**src/rtl/cacheline_adaptor.sv**
```systemverilog
// rtl/cacheline_adaptor.sv - 256-bit cache line to 4 x 64-bit memory burst adaptor
// Latches a line request in IDLE, plays it out as four beats, then pulses resp_o.
module cacheline_adaptor (
  input  logic         clk,
  input  logic         rst,
  input  logic [255:0] line_i,
  output logic [255:0] line_o,
  input  logic [31:0]  address_i,
  input  logic         read_i,
  input  logic         write_i,
  output logic         resp_o,
  input  logic [63:0]  burst_i,
  output logic [63:0]  burst_o,
  output logic [31:0]  address_o,
  output logic         read_o,
  output logic         write_o,
  input  logic         resp_i
);

  typedef enum logic [1:0] {
    IDLE  = 2'd0,
    READ  = 2'd1,
    WRITE = 2'd2,
    DONE  = 2'd3
  } state_e;

  state_e         state_q, state_d;
  logic [1:0]     cnt_q, cnt_d;
  logic [31:0]    addr_q, addr_d;
  logic [255:0]   wbuf_q, wbuf_d;
  logic [255:0]   line_q, line_d;

  always_ff @(posedge clk or posedge rst) begin
    if (rst) begin
      state_q <= IDLE;
      cnt_q   <= 2'd0;
      addr_q  <= 32'd0;
      wbuf_q  <= 256'd0;
      line_q  <= 256'd0;
    end else begin
      state_q <= state_d;
      cnt_q   <= cnt_d;
      addr_q  <= addr_d;
      wbuf_q  <= wbuf_d;
      line_q  <= line_d;
    end
  end

  always_comb begin
    state_d = state_q;
    cnt_d   = cnt_q;
    addr_d  = addr_q;
    wbuf_d  = wbuf_q;
    line_d  = line_q;
    case (state_q)
      IDLE: begin
        // Write has priority over a simultaneous read.
        if (write_i) begin
          wbuf_d  = line_i;
          addr_d  = address_i & 32'hFFFF_FFE0;
          cnt_d   = 2'd0;
          state_d = WRITE;
        end else if (read_i) begin
          addr_d  = address_i & 32'hFFFF_FFE0;
          cnt_d   = 2'd0;
          state_d = READ;
        end
      end
      READ: begin
        if (resp_i) begin
          for (int b = 0; b < 4; b++) begin
            if (cnt_q == 2'(b)) begin
              line_d[64*b +: 64] = burst_i;
            end
          end
          cnt_d = cnt_q + 2'd1;
          if (cnt_q == 2'd3) begin
            state_d = DONE;
          end
        end
      end
      WRITE: begin
        if (resp_i) begin
          cnt_d = cnt_q + 2'd1;
          if (cnt_q == 2'd3) begin
            state_d = DONE;
          end
        end
      end
      DONE: begin
        state_d = IDLE;
      end
      default: begin
        state_d = IDLE;
      end
    endcase
  end

  // Counter sits at 0 outside a burst, so burst_o shows buffer beat 0 when idle.
  always_comb begin
    burst_o = wbuf_q[63:0];
    case (cnt_q)
      2'd0: burst_o = wbuf_q[63:0];
      2'd1: burst_o = wbuf_q[127:64];
      2'd2: burst_o = wbuf_q[191:128];
      2'd3: burst_o = wbuf_q[255:192];
      default: burst_o = wbuf_q[63:0];
    endcase
  end

  assign read_o    = (state_q == READ);
  assign write_o   = (state_q == WRITE);
  assign resp_o    = (state_q == DONE);
  assign address_o = addr_q;
  assign line_o    = line_q;

endmodule

```
**config.mk**
```make
export PLATFORM = sky130hd
export DESIGN_NAME = cacheline_adaptor
export DESIGN_NICKNAME = d
export VERILOG_FILES = /design/src/rtl/cacheline_adaptor.sv
export SDC_FILE = /design/constraint.sdc
export NUM_CORES = 1
export LEC_CHECK = 0
export ABC_AREA = 1
export CORE_AREA = 5 5 274 276
export CTS_CLUSTER_SIZE = 24
export DETAILED_ROUTE_END_ITERATION = 8
export DIE_AREA = 0 0 279 281
export SLEW_MARGIN = 20
export SYNTH_ARGS = -nofsm -noshare
export SYNTH_HDL_FRONTEND = slang
export SYNTH_SLANG_ARGS = --single-unit
```
**constraint.sdc**
```tcl
create_clock -name clk -period 18.7 [get_ports clk]
set_input_delay 2.805 -clock clk [delete_from_list [all_inputs] [get_ports clk]]
set_output_delay 2.805 -clock clk [all_outputs]
set_load 0.01 [all_outputs]
```
==> flow_metrics.tcl, run 1 <==
set metrics [dict create \
    overflow 0 \
    syn_area_mm2 0.0230 \
    drive_above_1_share_pct 4.05 \
    synth_cells 2652 \
    final_max_slew_viol_count 0 \
    fp.dieH_um 281 \
    path_delay_family "buffers and inverters" \
    cp.arrival_ns 3.81 \
    cp-start-kind "flop" \
    wl_per_cell_um 18.7 \
    hpwl_mm 55.6 \
    fin_crit_sh_pct 35.4 \
    htree_levels 2 \
    cp.required_ns 15.89 \
    final_cell_area_mm2 0.0324 \
    vias 19600 \
    cts_sinks 543 \
    post_dp_cell_area_mm2 0.0302 \
    cts_resized 0 \
    final-hold-violation-count 0 \
    min_path_cells 2 \
    setup_viol 0 \
    fillCellCount 7152 \
    cp_num_cells 8 \
    reg2reg_depth 7 \
    start_util_pct 31.7 \
    ios 712 \
    grt_start_max_net_pins 160 \
    drc 0 \
    tightest_slew_ns 1.00 \
    grt_use_met3_pct 6.21 \
    met1_usage_pct 24.3 \
    rsz0062_at_grt "false" \
    timing.fmax_mhz 151 \
    met2_usage_pct 32.3 \
    drt_wl_total_mm 79.9 \
    ys_warn_count 0 \
    final_nets 3629 \
    worstSetupPathType "reg -> out" \
    cp_cell_sequence "inv_1 -> ha_1 -> inv_4 -> buf_4 -> nand2_1 -> nor2_1 -> nor2_1 -> clkdlybuf4s50_1" \
    area_delta_synth_final_pct 41.0 \
    irDropWorstVdd_mv 0.0949 \
    skew_ns 0.0471 \
    design.die.area_mm2 0.0784 \
    final_common_cell "nand2_1" \
    cts_setup_buffers 0 \
    grt_pass1_wl_mm 120 \
    status "finished clean" \
    numCtsBuffers 60 \
    final_cell_mix "nand2_1, clkdlybuf4s50_1, dfrtp_1, nor2_1, o21ai_0" \
    syn_area_per_cell_um2 8.66 \
    die_w_um 279 \
    grt.busiest_layer "met2" \
    power_density_mw_per_mm2 172 \
    seq_area_frac_synth_pct 59.2 \
    finalSetupTns_ns 0 \
    grt_usage_pct 19.4 \
    final_antenna_net_count 0 \
    cp.buffers_inverters 4 \
    cts.clk_slew.worst_paths_ns 0.06 \
    core_region_area_mm2 0.0723 \
    dr.pass1.iters 5 \
    portBuffers 701 \
    antenna_found_initial 23 \
    cap_violations 0 \
    place_congestion 0.838 \
    fin_crit_ns 6.62 \
    clockBufferDepth 3 \
    viasPerCell 4.56 \
    grt_pass1_vias 19000 \
    end_kind "output port" \
    synth_seq_cells 543 \
    clk_latency_ns 0.64 \
    p_leak_nw 15.4 \
    critPathMaxStageDelay_ns 0.79 \
    post-route-util_pct 44.8 \
    cts_hold_buf 0 \
    tritoncts "done" \
    fp-row-count 99 \
    crit_slowest_cell "buf_4" \
    path_common_cell "nor2_1" \
    slew_headroom_pct 33.1 \
    drt_iter0_drc 1299 \
    holdCritPathClass "reg -> reg" \
    cts_root_buf "clkbuf_16" \
    ys_types 19 \
    crit_fanout 70 \
]
final timing paths:
kind	startpoint	end	slack [ns]
hold reg to reg	wbuf_q[63]$_DFFE_PP0P_	wbuf_q[63]$_DFFE_PP0P_	0.47
setup / recovery	cnt_q[0]$_DFFE_PP0P_	burst_o[41]	12.08
hold / removal	wbuf_q[63]$_DFFE_PP0P_	wbuf_q[63]$_DFFE_PP0P_	0.47
min in group asynchronous	rst	line_o[253]$_DFFE_PP0P_	2.73
max in group asynchronous	rst	wbuf_q[219]$_DFFE_PP0P_	12.79
setup reg to reg	state_q[0]$_DFFE_PP0P_	wbuf_q[160]$_DFFE_PP0P_	15.06
cell usage after synthesis:
cell type / count / share of area, %
o21ai_0: 255 / 5.6
buf_2: 84 / 1.8
buf_6: 45 / 2.2
nand4_1: 2 / 0.054
nand3_1: 196 / 4.3
a21oi_1: 64 / 1.4
o21ai_4: 1 / 0.071
inv_1: 168 / 2.7
dfrtp_1: 543 / 59
clkbuf_1: 17 / 0.28
nand3_2: 4 / 0.17
clkinv_1: 1 / 0.016
ha_1: 10 / 0.54
nand2_2: 1 / 0.027
nand2_1: 876 / 14
conb_1: 1 / 0.016
nor2_1: 258 / 4.2
o21ai_1: 93 / 2.0
buf_4: 33 / 1.1
state kept, by name (all words and copies together), names as in the netlist:
name	count
cnt_q	2
address_o	27
line_o	256
wbuf_q	256
state_q	2
cell type report:
class                      count  area [µm²]  share of cell area (%)
sequential                   543       13600                    42.0
antenna                       14        35.0                   0.108
clock inverter                23         375                    1.16
inverter                     169         644                    1.99
timing repair buffer         723        7190                    22.2
multi-input combinational   1765        7580                    23.4
tap                          959        1200                    3.71
clock buffer                  89        1770                    5.47
tightest hold or removal path, stage by stage (launching register included):
cell     delay [ns]
dfrtp_1        0.34
nand2_1        0.05
nand2_1        0.04
cell families after synthesis:
| family | share of synthesized area [%] |
|---|---|
| and+or+nand+nor | 23.1 |
| DFF | 59.2 |
| AOI/OAI and AO/OA | 9.05 |
| buffers and inverters | 8.16 |
| other | 0.0163 |
| adders and majority gates | 0.545 |
metal layers:
layer	vias up	wire length, µm
li1	9588	-
met1	9209	32600
met2	608	38600
met3	126	6470
met4	22	2140
met5	-	141
report_power, final:
part / leakage [nW] / internal (W) / switching (W) / total [W]
combinational: 7.53 / 0.00107 / 0.00127 / 0.00233
clock: 1.05 / 0.000766 / 0.000506 / 0.00127
sequential: 6.79 / 0.00170 / 0.000261 / 0.00196
stage by stage:
step	power [W]	hold WS, ns	worst slack [ns]	instances
after global placement	0.00431	0.454	11.63	4159
final	0.00556	0.469	12.08	4285
after floorplan	0.00312	0.442	0.716	2656
after detailed placement	0.00434	0.458	11.66	4159
after CTS	0.00564	0.473	11.94	4271
after global routing	0.00594	0.481	11.81	4282
No activity file was read; power rests on OpenSTA's default activity.
==> inputs of run 2 (changes only) <==
==> constraint.sdc (replaced) <==
create_clock -name clk -period 5.83 [get_ports clk]
set_input_delay 0.8745 -clock clk [delete_from_list [all_inputs] [get_ports clk]]
set_output_delay 0.8745 -clock clk [all_outputs]
set_load 0.01 [all_outputs]
==> flow_metrics.tcl, run 2 (same netlist as run 1, synthesis figures left out) <==
set metrics [dict create \
    drt_wl_total_mm 81.0 \
    die_w_um 279 \
    tightest_slew_ns 1.05 \
    cts_resized 0 \
    cap_violations 0 \
    final_max_slew_viol_count 0 \
    skew_ns 0.0229 \
    drt_iter0_drc 1495 \
    timing.fmax_mhz 233 \
    end_kind "output port" \
    holdCritPathClass "reg -> reg" \
    crit_start "cnt_q[0]$_DFFE_PP0P_" \
    cp.required_ns 4.96 \
    htree_levels 2 \
    cts.clk_slew.worst_paths_ns 0.06 \
    area_delta_synth_final_pct 41.9 \
    fin_crit_sh_pct 73.5 \
    fp.dieH_um 281 \
    clk_latency_ns 0.64 \
    drc 0 \
    reg2reg_depth 7 \
    drive_above_1_share_pct 4.40 \
    tritoncts "done" \
    grt_usage_pct 19.6 \
    worstSetupPathType "reg -> out" \
    start_util_pct 31.7 \
    numCtsBuffers 60 \
    cp-start-kind "flop" \
    fin_crit_ns 4.28 \
    antenna_found_initial 31 \
    portBuffers 701 \
    cts_setup_buffers 0 \
    wl_per_cell_um 18.9 \
    r2r_end "wbuf_q[149]$_DFFE_PP0P_" \
    grt_pass1_vias 19200 \
    clockBufferDepth 3 \
    grt_pass1_wl_mm 120 \
    power_w 0.0181 \
    final_common_cell "nand2_1" \
    p_leak_nw 15.5 \
    fillCellCount 7182 \
    fp-row-count 99 \
    viasPerCell 4.58 \
    r2r_start "state_q[0]$_DFFE_PP0P_" \
    ios 712 \
    grt_start_max_net_pins 183 \
    irDropWorstVdd_mv 0.383 \
    dr.pass1.iters 5 \
    cts_sinks 543 \
    core_region_area_mm2 0.0723 \
    reg2reg_slack_ns 2.93 \
    overflow 0 \
    final_antenna_net_count 0 \
    design.die.area_mm2 0.0784 \
    setup_viol 0 \
    crit_fanout 62 \
    cts_root_buf "clkbuf_16" \
    final_cell_mix "nand2_1, clkdlybuf4s50_1, dfrtp_1, nor2_1, o21ai_0" \
    critPathCapture "burst_o[29]" \
    slew_headroom_pct 30.2 \
    place_congestion 0.839 \
    rsz0062_at_grt "false" \
    hpwl_mm 56.9 \
    cts_hold_buf 0 \
    status "finished clean" \
    power_density_mw_per_mm2 554 \
    final_nets 3637 \
    cp.arrival_ns 3.41 \
    finalSetupTns_ns 0 \
    vias 19700 \
    final-hold-violation-count 0 \
]
run 2: layout make-up:
cell class	count	area, µm²	share of cell area [%]
clock inverters	25	452	1.39
multi-input cells	1765	7590	23.3
inverters	169	641	1.97
flip-flops and latches	543	13600	41.7
clock buffers	85	1780	5.45
well taps	959	1200	3.68
diodes	17	42.5	0.131
repair buffers	731	7310	22.4
run 2: metal layers:
| layer | part of all wire [%] | wire length (µm) | up-vias | global-route usage, % |
|---|---|---|---|---|
| met2 | 48 | 38600 | 641 | 32.5 |
| li1 | - | - | 9601 | - |
| met3 | 8.3 | 6710 | 160 | 6.41 |
| met5 | 0.19 | 157 | - | 0 |
| met1 | 40 | 32600 | 9244 | 23.9 |
| met4 | 3.6 | 2940 | 24 | 7.72 |
run 2: power by group:
part	switching (W)	internal (W)	leakage (nW)
Sequential	0.000841	0.00544	6.79
Combinational	0.00410	0.00347	7.59
Clock	0.00164	0.00257	1.08
run 2: worst min-delay path by stage:
stage / from / to / slack, ns / depth (start not counted)
detailed placement: wbuf_q[205]$_DFFE_PP0P_ / wbuf_q[205]$_DFFE_PP0P_ / 0.46 / 2
floorplan: wbuf_q[100]$_DFFE_PP0P_ / wbuf_q[100]$_DFFE_PP0P_ / 0.44 / 2
global placement: wbuf_q[219]$_DFFE_PP0P_ / wbuf_q[219]$_DFFE_PP0P_ / 0.45 / 2
finish: wbuf_q[73]$_DFFE_PP0P_ / wbuf_q[73]$_DFFE_PP0P_ / 0.47 / 2
global route: wbuf_q[59]$_DFFE_PP0P_ / wbuf_q[59]$_DFFE_PP0P_ / 0.48 / 2
CTS: wbuf_q[123]$_DFFE_PP0P_ / wbuf_q[123]$_DFFE_PP0P_ / 0.47 / 2
run 2: critical path, cell delays in order, from the launching register on:
cell and delay, ns:
dfrtp_1 0.47, inv_1 0.10, ha_1 0.28, inv_4 0.54
buf_4 0.41, nand2_1 0.10, nor2_1 0.22, nor2_1 0.08
clkdlybuf4s50_1 0.52
run 2: per-stage QoR:
step                area [µm²]  std cells  hold WS (ns)  util (%)  worst slack [ns]
floorplan                23000       2656         0.442         -             -2.43
global placement         30300       4166         0.452      41.9              2.20
detailed placement       30300       4166         0.458      41.9              2.14
CTS                      32500       4276         0.473      45.0              1.46
global route             32600       4292         0.483      45.0              1.31
finish                   32600       4294         0.468      45.1              1.55
==> inputs of run 3 (changes only) <==
==> constraint.sdc (replaced) <==
create_clock -name clk -period 3.4 [get_ports clk]
set_input_delay 0.51 -clock clk [delete_from_list [all_inputs] [get_ports clk]]
set_output_delay 0.51 -clock clk [all_outputs]
set_load 0.01 [all_outputs]
==> flow_metrics.tcl, run 3 (same netlist as run 1, synthesis figures left out) <==
set metrics [dict create \
    setup_viol 0 \
    start_util_pct 31.7 \
    cap_violations 0 \
    portBuffers 701 \
    cp.arrival_ns 2.81 \
    wl_per_cell_um 19.2 \
    tightest_slew_ns 0.885 \
    ios 712 \
    cts_root_buf "clkbuf_16" \
    grt_usage_pct 20.2 \
    hold_slack_ns 0.278 \
    holdCritPathClass "in -> async" \
    cp.required_ns 2.89 \
    cts_hold_buf 0 \
    overflow 0 \
    final_cell_mix "nand2_1, clkdlybuf4s50_1, dfrtp_1, nor2_1, o21ai_0" \
    viasPerCell 4.58 \
    worstSetupPathType "reg -> out" \
    antenna_found_initial 22 \
    skew_ns 0.0203 \
    status "finished clean" \
    clockBufferDepth 3 \
    drc 0 \
    fin_crit_ns 3.32 \
    irDropWorstVdd_mv 0.504 \
    drive_above_1_share_pct 5.45 \
    grt_pass1_wl_mm 124 \
    tritoncts "done" \
    p_leak_nw 15.8 \
    slew_headroom_pct 41.0 \
    final_max_slew_viol_count 0 \
    final_antenna_net_count 0 \
    timing.fmax_mhz 301 \
    end_kind "output port" \
    htree_levels 2 \
    final_common_cell "nand2_1" \
    design.die.area_mm2 0.0784 \
    fp-row-count 99 \
    fin_crit_sh_pct 97.6 \
    drt_wl_total_mm 83.0 \
    cts.clk_slew.worst_paths_ns 0.06 \
    grt_start_max_net_pins 154 \
    crit_fanout 27 \
    dr.pass1.iters 5 \
    final-hold-violation-count 0 \
    vias 19800 \
    core_region_area_mm2 0.0723 \
    die_w_um 279 \
    power_density_mw_per_mm2 936 \
    final_nets 3673 \
    grt_pass1_vias 19600 \
    drt_iter0_drc 1332 \
    finalSetupTns_ns 0 \
    place_congestion 0.837 \
    cts_sinks 543 \
    hpwl_mm 59.8 \
    clk_latency_ns 0.62 \
    numCtsBuffers 61 \
    cp-start-kind "flop" \
    area_delta_synth_final_pct 44.0 \
    fp.dieH_um 281 \
]
## run 3: path summary, 6_finish.rpt
| path | start | to | slack [ns] | cells after the start |
|---|---|---|---|---|
| setup reg to reg | state_q[1]$_DFFE_PP0P_ | line_o[147]$_DFFE_PP0P_ | 0.99 | 6 |
| hold / removal | rst | wbuf_q[141]$_DFFE_PP0P_ | 0.28 | 2 |
| setup / recovery | cnt_q[1]$_DFFE_PP0P_ | burst_o[14] | 0.08 | 8 |
| min in group clk | write_i | wbuf_q[41]$_DFFE_PP0P_ | 0.32 | 3 |
| max in group asynchronous | rst | wbuf_q[33]$_DFFE_PP0P_ | 2.10 | 3 |
| hold reg to reg | wbuf_q[114]$_DFFE_PP0P_ | wbuf_q[114]$_DFFE_PP0P_ | 0.47 | 2 |
## run 3: cell type report
cell class,count,area [µm²]
well taps,959,1200
flip-flops and latches,543,13600
clock buffers,94,1850
multi-input cells,1765,7610
inverters,169,669
repair buffers,766,7880
diodes,9,22.5
fillers,7145,39300
clock inverters,19,250
## run 3: report_power, final
group	internal [W]	switching, W
sequential	0.00933	0.00147
combinational	0.00622	0.00715
clock	0.00399	0.00280
## run 3: timing repair
action	in CTS	in global routing
setup endpoints to repair	63	54
gates cloned	0	1
buffers inserted	1	0
gates resized for setup	11	21
## run 3: metal layers
metal / vias to the layer above / wire [µm] / global-route usage, %
li1: 9684 / - / -
met1: 9349 / 33800 / 25.3
met2: 602 / 40300 / 34.1
met3: 138 / 6430 / 6.18
met4: 26 / 2260 / 5.87
met5: - / 183 / 0
## run 3: worst max-delay path, stage by stage, from the launching register on
cell	delay [ns]
dfrtp_1	0.43
inv_1	0.13
ha_2	0.23
bufinv_16	0.25
clkbuf_16	0.22
nand2_1	0.09
nor2_1	0.04
nor2_1	0.17
clkdlybuf4s50_1	0.58
## run 3: metrics by stage
step / cell area, µm² / setup WS (ns) / cells / power [W] / util [%]
3_5_place_dp: 30800 / 0.512 / 4200 / 0.0243 / 42.6
5_1_grt: 33100 / -0.00705 / 4321 / 0.0331 / 45.7
3_3_place_gp: 30800 / 0.544 / 4200 / 0.0241 / 42.6
2_1_floorplan: 23000 / -4.50 / 2656 / 0.0172 / -
4_1_cts: 33000 / -0.0221 / 4314 / 0.0313 / 45.6
6_report: 33100 / 0.0817 / 4324 / 0.0310 / 45.7
